**config.mk**
```make
export PLATFORM = sky130hd
export DESIGN_NAME = usb_xact_engine
export DESIGN_NICKNAME = d
export VERILOG_FILES = /design/src/rtl/usb_pkg.sv /design/src/rtl/xact_timer.sv /design/src/rtl/usb_xact_engine.sv
export SDC_FILE = /design/constraint.sdc
export NUM_CORES = 1
export LEC_CHECK = 0
export CAP_MARGIN = 0
export CORE_ASPECT_RATIO = 0.5
export CORE_MARGIN = 2
export CORE_UTILIZATION = 48
export DETAILED_ROUTE_END_ITERATION = 10
export GPL_TIMING_DRIVEN = 1
export PLACE_DENSITY = 0.88
export SYNTH_ARGS = -nofsm -noshare
export SYNTH_HDL_FRONTEND = slang
export SYNTH_SLANG_ARGS = --single-unit
```
**constraint.sdc**
```tcl
create_clock -name clk -period 16.22 [get_ports clk]
set_input_delay 2.433 -clock clk [delete_from_list [all_inputs] [get_ports clk]]
set_output_delay 2.433 -clock clk [all_outputs]
set_load 0.005 [all_outputs]
```
**src/rtl/usb_pkg.sv**
```systemverilog
// rtl/usb_pkg.sv - PID constants, state and status types for the USB transaction engine.
package usb_pkg;

  localparam logic [7:0] PID_OUT   = 8'hE1;
  localparam logic [7:0] PID_IN    = 8'h69;
  localparam logic [7:0] PID_DATA0 = 8'hC3;
  localparam logic [7:0] PID_DATA1 = 8'h4B;
  localparam logic [7:0] PID_ACK   = 8'hD2;
  localparam logic [7:0] PID_NAK   = 8'h5A;
  localparam logic [7:0] PID_STALL = 8'h1E;

  typedef enum logic [2:0] {
    IDLE,
    TOKEN,
    DATA_TX,
    WAIT_HS,
    WAIT_DATA,
    SEND_HS,
    RETRY,
    DONE
  } xact_state_t;

  typedef enum logic [1:0] {
    ST_OK          = 2'd0,
    ST_RETRY_LIMIT = 2'd1,
    ST_STALL       = 2'd2
  } status_t;

  function automatic logic [7:0] data_pid(input logic tog);
    return tog ? PID_DATA1 : PID_DATA0;
  endfunction

endpackage

```
**src/rtl/xact_timer.sv**
```systemverilog
// rtl/xact_timer.sv - response timeout counter; counts while enabled, expires at TIMEOUT_LEN.
module xact_timer #(
  parameter int TIMEOUT_LEN = 255
) (
  input  logic clk,
  input  logic rst,
  input  logic en,
  input  logic clr,
  output logic expired
);

  localparam int CW = (TIMEOUT_LEN < 2) ? 1 : $clog2(TIMEOUT_LEN + 1);

  logic [CW-1:0] r_cnt;

  always_ff @(posedge clk or posedge rst) begin
    if (rst) begin
      r_cnt <= '0;
    end else if (clr) begin
      r_cnt <= '0;
    end else if (en && !expired) begin
      r_cnt <= r_cnt + CW'(1);
    end
  end

  assign expired = (r_cnt == CW'(TIMEOUT_LEN));

endmodule

```
**src/rtl/usb_xact_engine.sv**
```systemverilog
// rtl/usb_xact_engine.sv - host-side USB IN/OUT transaction engine with per-endpoint
// data toggles, STALL handling, response timeout and bounded retries.
module usb_xact_engine
  import usb_pkg::*;
#(
  parameter  int DATA_BYTES  = 8,
  parameter  int NUM_ENDP    = 16,
  parameter  int MAX_RETRIES = 3,
  parameter  int TIMEOUT_LEN = 255,
  localparam int DATA_W      = 8 * DATA_BYTES
) (
  input  logic              clk,
  input  logic              rst,
  input  logic              start,
  input  logic              xact_dir,
  input  logic [6:0]        addr,
  input  logic [3:0]        endp,
  input  logic [DATA_W-1:0] wr_data,
  input  logic              toggle_clr,
  output logic [DATA_W-1:0] rd_data,
  output logic              rd_valid,
  output logic              done,
  output logic [1:0]        status,
  output logic              busy,
  output logic [7:0]        tx_pid,
  output logic [6:0]        tx_addr,
  output logic [3:0]        tx_endp,
  output logic [DATA_W-1:0] tx_data,
  output logic              tx_valid,
  input  logic              tx_ready,
  input  logic [7:0]        rx_pid,
  input  logic [DATA_W-1:0] rx_data,
  input  logic              rx_valid,
  input  logic              rx_corrupt,
  output logic              rx_en
);

  localparam int IDX_W = (NUM_ENDP < 2) ? 1 : $clog2(NUM_ENDP);
  localparam int RW    = (MAX_RETRIES < 1) ? 1 : $clog2(MAX_RETRIES + 1);

  xact_state_t       r_state, w_next;
  logic              r_dir;
  logic [6:0]        r_addr;
  logic [3:0]        r_endp;
  logic [DATA_W-1:0] r_wr_data;
  logic [DATA_W-1:0] r_rd_data;
  logic [NUM_ENDP-1:0] r_toggle;
  logic [RW-1:0]     r_retry;
  logic              r_good;
  logic              r_rd_valid;
  status_t           r_status;

  logic [IDX_W-1:0]  w_tidx;
  logic              w_tog;
  logic              w_wait;
  logic              w_expired;
  logic              w_capture;
  logic              w_flip;
  logic              w_set_status;
  status_t           w_status_val;
  logic              w_mark;
  logic              w_mark_val;
  logic              w_latch_rd;
  logic              w_rd_pulse;
  logic              w_retry_inc;

  assign w_tidx = IDX_W'(32'(r_endp) % NUM_ENDP);
  assign w_tog  = r_toggle[w_tidx];
  assign w_wait = (r_state == WAIT_HS) || (r_state == WAIT_DATA);

  xact_timer #(.TIMEOUT_LEN(TIMEOUT_LEN)) u_timer (
    .clk     (clk),
    .rst     (rst),
    .en      (w_wait),
    .clr     (~w_wait),
    .expired (w_expired)
  );

  always_comb begin
    w_next       = r_state;
    w_capture    = 1'b0;
    w_flip       = 1'b0;
    w_set_status = 1'b0;
    w_status_val = ST_OK;
    w_mark       = 1'b0;
    w_mark_val   = 1'b0;
    w_latch_rd   = 1'b0;
    w_rd_pulse   = 1'b0;
    w_retry_inc  = 1'b0;
    tx_valid     = 1'b0;
    tx_pid       = 8'h00;
    tx_addr      = 7'h00;
    tx_endp      = 4'h0;
    tx_data      = '0;
    case (r_state)
      IDLE: begin
        if (start) begin
          w_capture = 1'b1;
          w_next    = TOKEN;
        end
      end
      TOKEN: begin
        tx_valid = 1'b1;
        tx_pid   = r_dir ? PID_IN : PID_OUT;
        tx_addr  = r_addr;
        tx_endp  = r_endp;
        if (tx_ready) w_next = r_dir ? WAIT_DATA : DATA_TX;
      end
      DATA_TX: begin
        tx_valid = 1'b1;
        tx_pid   = data_pid(w_tog);
        tx_data  = r_wr_data;
        if (tx_ready) w_next = WAIT_HS;
      end
      WAIT_HS: begin
        // a packet arriving on the timeout cycle is still honoured
        if (rx_valid) begin
          if (!rx_corrupt && rx_pid == PID_ACK) begin
            w_flip       = 1'b1;
            w_set_status = 1'b1;
            w_status_val = ST_OK;
            w_next       = DONE;
          end else if (!rx_corrupt && rx_pid == PID_STALL) begin
            w_set_status = 1'b1;
            w_status_val = ST_STALL;
            w_next       = DONE;
          end else begin
            w_next = RETRY;
          end
        end else if (w_expired) begin
          w_next = RETRY;
        end
      end
      WAIT_DATA: begin
        if (rx_valid) begin
          if (rx_corrupt || rx_pid == PID_NAK) begin
            w_next = RETRY;
          end else if (rx_pid == PID_DATA0 || rx_pid == PID_DATA1) begin
            // a toggle mismatch is a resend of data we already have: ACK it, drop it
            w_mark     = 1'b1;
            w_mark_val = (rx_pid == data_pid(w_tog));
            w_latch_rd = w_mark_val;
            w_next     = SEND_HS;
          end else if (rx_pid == PID_STALL) begin
            w_set_status = 1'b1;
            w_status_val = ST_STALL;
            w_next       = DONE;
          end else begin
            w_next = RETRY;
          end
        end else if (w_expired) begin
          w_next = RETRY;
        end
      end
      SEND_HS: begin
        tx_valid = 1'b1;
        tx_pid   = PID_ACK;
        if (tx_ready) begin
          if (r_good) begin
            w_flip       = 1'b1;
            w_rd_pulse   = 1'b1;
            w_set_status = 1'b1;
            w_status_val = ST_OK;
            w_next       = DONE;
          end else begin
            w_next = RETRY;
          end
        end
      end
      RETRY: begin
        if (r_retry == RW'(MAX_RETRIES)) begin
          w_set_status = 1'b1;
          w_status_val = ST_RETRY_LIMIT;
          w_next       = DONE;
        end else begin
          w_retry_inc = 1'b1;
          w_next      = TOKEN;
        end
      end
      DONE: begin
        w_next = IDLE;
      end
      default: begin
        w_next = IDLE;
      end
    endcase
  end

  always_ff @(posedge clk or posedge rst) begin
    if (rst) begin
      r_state    <= IDLE;
      r_dir      <= 1'b0;
      r_addr     <= '0;
      r_endp     <= '0;
      r_wr_data  <= '0;
      r_rd_data  <= '0;
      r_toggle   <= '0;
      r_retry    <= '0;
      r_good     <= 1'b0;
      r_rd_valid <= 1'b0;
      r_status   <= ST_OK;
    end else begin
      r_state    <= w_next;
      r_rd_valid <= w_rd_pulse;
      // clear takes effect before a same-cycle start reaches DATA_TX
      if (r_state == IDLE && toggle_clr) begin
        r_toggle <= '0;
      end else if (w_flip) begin
        r_toggle[w_tidx] <= ~r_toggle[w_tidx];
      end
      if (w_capture) begin
        r_dir     <= xact_dir;
        r_addr    <= addr;
        r_endp    <= endp;
        r_wr_data <= wr_data;
        r_retry   <= '0;
        r_status  <= ST_OK;
      end
      if (w_set_status) r_status <= w_status_val;
      if (w_retry_inc)  r_retry  <= r_retry + RW'(1);
      if (w_mark)       r_good   <= w_mark_val;
      if (w_latch_rd)   r_rd_data <= rx_data;
    end
  end

  assign rd_data  = r_rd_data;
  assign rd_valid = r_rd_valid;
  assign done     = (r_state == DONE);
  assign status   = r_status;
  assign busy     = (r_state != IDLE);
  assign rx_en    = w_wait;

endmodule

```
### After elaboration in Yosys (flattened, before gate mapping)

Cells that the tools add are included.

* bits in registers: 173
* logic and storage cells: 125

* add/sub/neg operators: 2
* magnitude comparators: 2
* eq/ne operators: 20
* multiplexer cells: 71
* bitwise operators: 1
* reduce and logical (&&, ||, !) cells: 17

Operators by type and width (count)
* $mux W64: 1
* $mux W1: 33
* $mux W16: 2
* $mux W8: 4
* $mux W3: 9
* $eq A8 B8 Y1 const B: 3
* $mux W2: 12
* $pmux W3 S8: 1
* $pmux W8 S3: 1
* $bwmux W16: 1
* $eq A8 B7 Y1 const B: 2
* $eq A3 B3 Y1 const B: 4
* $ne A2 B2 Y1 const B: 5
* $add A8 B1 Y8 const B: 1
* $eq A8 B5 Y1 const B: 1
* $eq A8 B8 Y1: 1
* $mux W7: 1
* $eq A3 B2 Y1 const B: 2
* $pmux W2 S3: 1
* $reduce_bool A2 Y1: 3
* $logic_and A1 B1 Y1: 5
* $lt A4 B5 Y1 const B: 1
* $bmux W1 S4: 1
* $demux W1 S4: 1
* 14 further kinds: 17

### Longest topological paths before layout

* depth in word-level cells: 8
* gate-level depth with buffers: 9

### Hierarchy

Synthesis repeated with hierarchy kept, for this count alone.

* cell total of the unflattened synthesis: 883
* area total of the unflattened synthesis: 8632.0 um2

By module, submodules not included
* usb_xact_engine: instances 1, cells each 835, area an instance 8144.1 um2, seq. area each 4129.0 um2
* xact_timer: instances 1, cells each 48, area an instance 488.0 um2, seq. area each 200.2 um2

### Least setup slack after synthesis

OpenSTA, ideal clock, no wires.

* path type: reg2out
* start: register r_endp[1]
* end: output port tx_pid[3]
* arrival: 1725 ps
* data required time: 13787 ps
* path slack: 12062 ps
* cell stages (with the launch flop): 9
* path buffers: 3
* path through: dfrtp_1 > buf_2 > and2_0 > buf_2 > a22oi_1 > a21oi_2 > nor2_4 > buf_1 > a22o_1

* longest elaborated chain between the ends: 4

RTL lines
* from (decl): line usb_xact_engine.sv:44 `logic [3:0] r_endp;`
* from (signal assigned): line usb_xact_engine.sv:214 `r_endp <= endp;`
* $bmux W1 S4: line usb_xact_engine.sv:68 `assign w_tog = r_toggle[w_tidx];`
* $mux W1 (not written as such): line usb_xact_engine.sv:68
* $mux W8: line usb_pkg.sv:30 `return tog ? PID_DATA1 : PID_DATA0;`
* $pmux W8 S3: line usb_xact_engine.sv:95 `case (r_state)`
* to (decl): line usb_xact_engine.sv:25 `output logic [7:0] tx_pid,`

No other way between the ends. The select of a mux whose other input is x is not followed.

### Final worst setup path

* start: register r_endp[2]
* end: output port tx_pid[3]

Same word-level chain as after synthesis.

==> results.cfg <==
[status]
status = complete, no violations

[worst_setup_path]
required_ps = 13790
worstPathMaxFanout = 21
crit_arrival_ps = 3090
cp_cell_sequence = mux2i_1 > a22oi_1 > a21oi_2 > nor2_4 > a22o_1 > clkdlybuf4s50_1
slowest_delay_ps = 820
critPathLaunchType = flop
crit_type = flop to output port
crit_slowest_cell = dfrtp_1
critPathCaptureType = output port

[pwr]
p_leak_nw = 5.19
total_power_w = 0.00164
swShare_pct = 30.7
ir_worst_vdd_mv = 0.0736
pwr-share-clk_pct = 27.1
intPower_w = 0.00114
sequentialPowerShare_pct = 38.9
p_per_area_nw_per_um2 = 137
combPwrFrac_pct = 34.0
power_switching_w = 0.000504

[layout]
drive_above_1_share_pct = 17.0
multi_input_area_sq_um = 3580
n_antenna_cell = 0
syn_to_final_growth_pct = 46.6
finalNetCount = 1116
final_util_pct = 72.6
instances_no_fill = 1198
n_fill_cell = 1124
regArea_sq_um = 4330

[logic_synthesis]
ys_ff_latch = 173
syn_area_per_cell_sq_um = 12.0
synth_cell_types = 59
syn-cell-area_sq_um = 8180
synthCells = 679
synth_ff_type = dfrtp_1
synth_edf_count = 0
ys.warnings.count = 0
syn_nets = 836
seq_area_frac_synth_pct = 52.9
async_reset_ff_share_pct = 100

[timing]
rsz0062_at_grt = no
finalHoldViolCount = 0
fin_tns_setup_ps = 0
max_freq_mhz = 181
max-slew-margin-rel_pct = 17.8
hold_ws_ps = 491
slew_violations = 0
finClkSkew_ps = 10.1
setup_viol = 0
period_share_pct = 34.1
period_minus_slack_ps = 5520
tightest_slew_ps = 1230

[placed_design]
placed_cells = 1166
place_congestion = 0.837
dpl.hpwl_mm = 15.9
io_buffers = 307

[drt]
wl_met1_mm = 9.12
drt_iter0_drc = 442
wirelength_mm = 22.6
met3_length_mm = 1.21
drt.antenna.violating_nets = 0
top_layer = met4
drcViolationCount = 0
dr_wl_met2_mm = 11.7
dr.pass1.iters = 5
wl_per_cell_microns = 18.9
vias = 6604
viasPerCell = 5.51

[global_route]
grt_pass1_vias = 6687
grt_max_degree = 97
grt_overflow = 0
antenna_found_initial = 0
grt_pass1_wl_mm = 34.7
grtUsageTotal_pct = 24.4

[die]
dieWidth_microns = 189
start_util_pct = 49.5
dieArea_sq_um = 18200
num_rows = 33
core-area_sq_um = 16500
fp.dieH_microns = 96.3
ios = 309

[clock_tree]
hold_buffers = 0
cts_root_buf = clkbuf_16
cts_tree = yes
cts.sinks = 173
post-cts-setup-buffers = 0
clk_pin_slew_ps = 70
cts_resized = 0
cts_buffers = 17
clk_latency_ps = 420
cts_max_level = 4
clock_tree.buffer_depth = 2

[job]
cap_violations = 0

[worst_hold_path]
hp-class = flop to flop
cell usage after synthesis, drive strengths merged, types with 3 or more instances:
cell type | number | area (sq um)
dfrtp | 173 | 4330
mux2 | 108 | 1220
and2 | 79 | 494
nand2b | 38 | 238
o221a | 34 | 383
clkbuf | 27 | 101
buf | 24 | 150
nor2 | 23 | 93.8
o21ai | 21 | 105
a21oi | 18 | 93.8
o41ai | 16 | 140
nand2 | 14 | 52.6
mux2i | 12 | 133
nor3 | 11 | 65.1
inv | 10 | 37.5
or2 | 7 | 43.8
and3 | 6 | 37.5
nor2b | 6 | 37.5
a31oi | 5 | 31.3
a22oi | 4 | 30.0
a211oi | 3 | 22.5
a22o | 3 | 26.3
nand3 | 3 | 15.0
o22ai | 3 | 18.8
sequential cells by signal (all words and copies together) (netlist names), 3 cells and up:
signal and cells:
r_wr_data 64, r_state 3, rd_data 64, u_timer.r_cnt 8
r_addr 7, r_endp 4, r_toggle 16
area by class of cell:
cell class,instances,share of cell area (%)
Clock buffer,21,3.76
Tap cell,227,2.37
Inverter,10,0.355
Sequential cell,173,36.1
Timing Repair Buffer,312,26.0
Multi-Input combinational cell,445,29.9
Clock inverter,10,1.56
path summary, 6_finish.rpt:
path / from / to / slack, ps / depth (start not counted)
max: r_endp[2] / tx_pid[3] / 10700 / 6
min: rd_data[24] / rd_data[24] / 490 / 1
max reg2reg: r_endp[2] / rd_data[28] / 12800 / 7
min reg2reg: rd_data[24] / rd_data[24] / 490 / 1
max in group asynchronous: rst / rd_data[48] / 12130 / 3
min in group asynchronous: rst / rd_data[13] / 2580 / 2
through the flow:
step	cell area, sq um	setup WS [ps]
final	12000	10700
after detailed placement	11300	11140
after floorplan	8180	9100
after CTS	12000	10710
after global routing	12000	10470
after global placement	11300	11200
worst max-delay path, delay by kind of cell (launching register included):
family	cells	cell delay, ps
AOI/OAI and AO/OA	3	660
DFF	1	820
muxes	1	160
and+or+nand+nor	1	510
buffers and inverters	1	510
power by group through the flow:
| stage | Sequential [W] | Clock (W) | Combinational [W] |
|---|---|---|---|
| CTS | 0.000638 | 0.000452 | 0.000558 |
| finish | 0.000639 | 0.000444 | 0.000558 |
| floorplan | 0.000600 | 0 | 0.000378 |
| global placement | 0.000635 | 0 | 0.000536 |
| global route | 0.000656 | 0.000472 | 0.000604 |
| detailed placement | 0.000644 | 0 | 0.000553 |
routing by layer:
layer  track usage (%)  vias up
met5                 0        -
met4              9.64        0
met3              5.80       44
met2              42.9      211
met1              29.7     3352
li1                  -     2997
cells in the final DEF (no fill, tap or decap), types with 6 or more instances in the layout:
cell,Yosys,routed
clkdlybuf4s50_1,0,307
nor2_1,22,22
inv_1,10,9
o41ai_1,16,16
mux2_2,81,81
nand2b_1,38,38
nor2b_1,6,6
mux2_1,27,27
dfrtp_1,173,173
nand2_1,14,14
a21oi_1,17,17
o21ai_0,21,21
clkbuf_16,0,17
or2_2,6,6
and2_1,78,77
nor3_1,9,9
and3_1,6,6
mux2i_1,11,11
o221a_2,33,33
kinds of logic after synthesis:
kind of cell               share of synthesized area (%)
xor gates and xnor gates                           0.428
DFF                                                 52.9
and+or+nand+nor                                     14.7
AOI/OAI and AO/OA                                   11.6
other                                             0.0458
buffers and inverters                               3.53
muxes                                               16.5
adders and majority gates                          0.306
(Power assumes the default switching activity.)
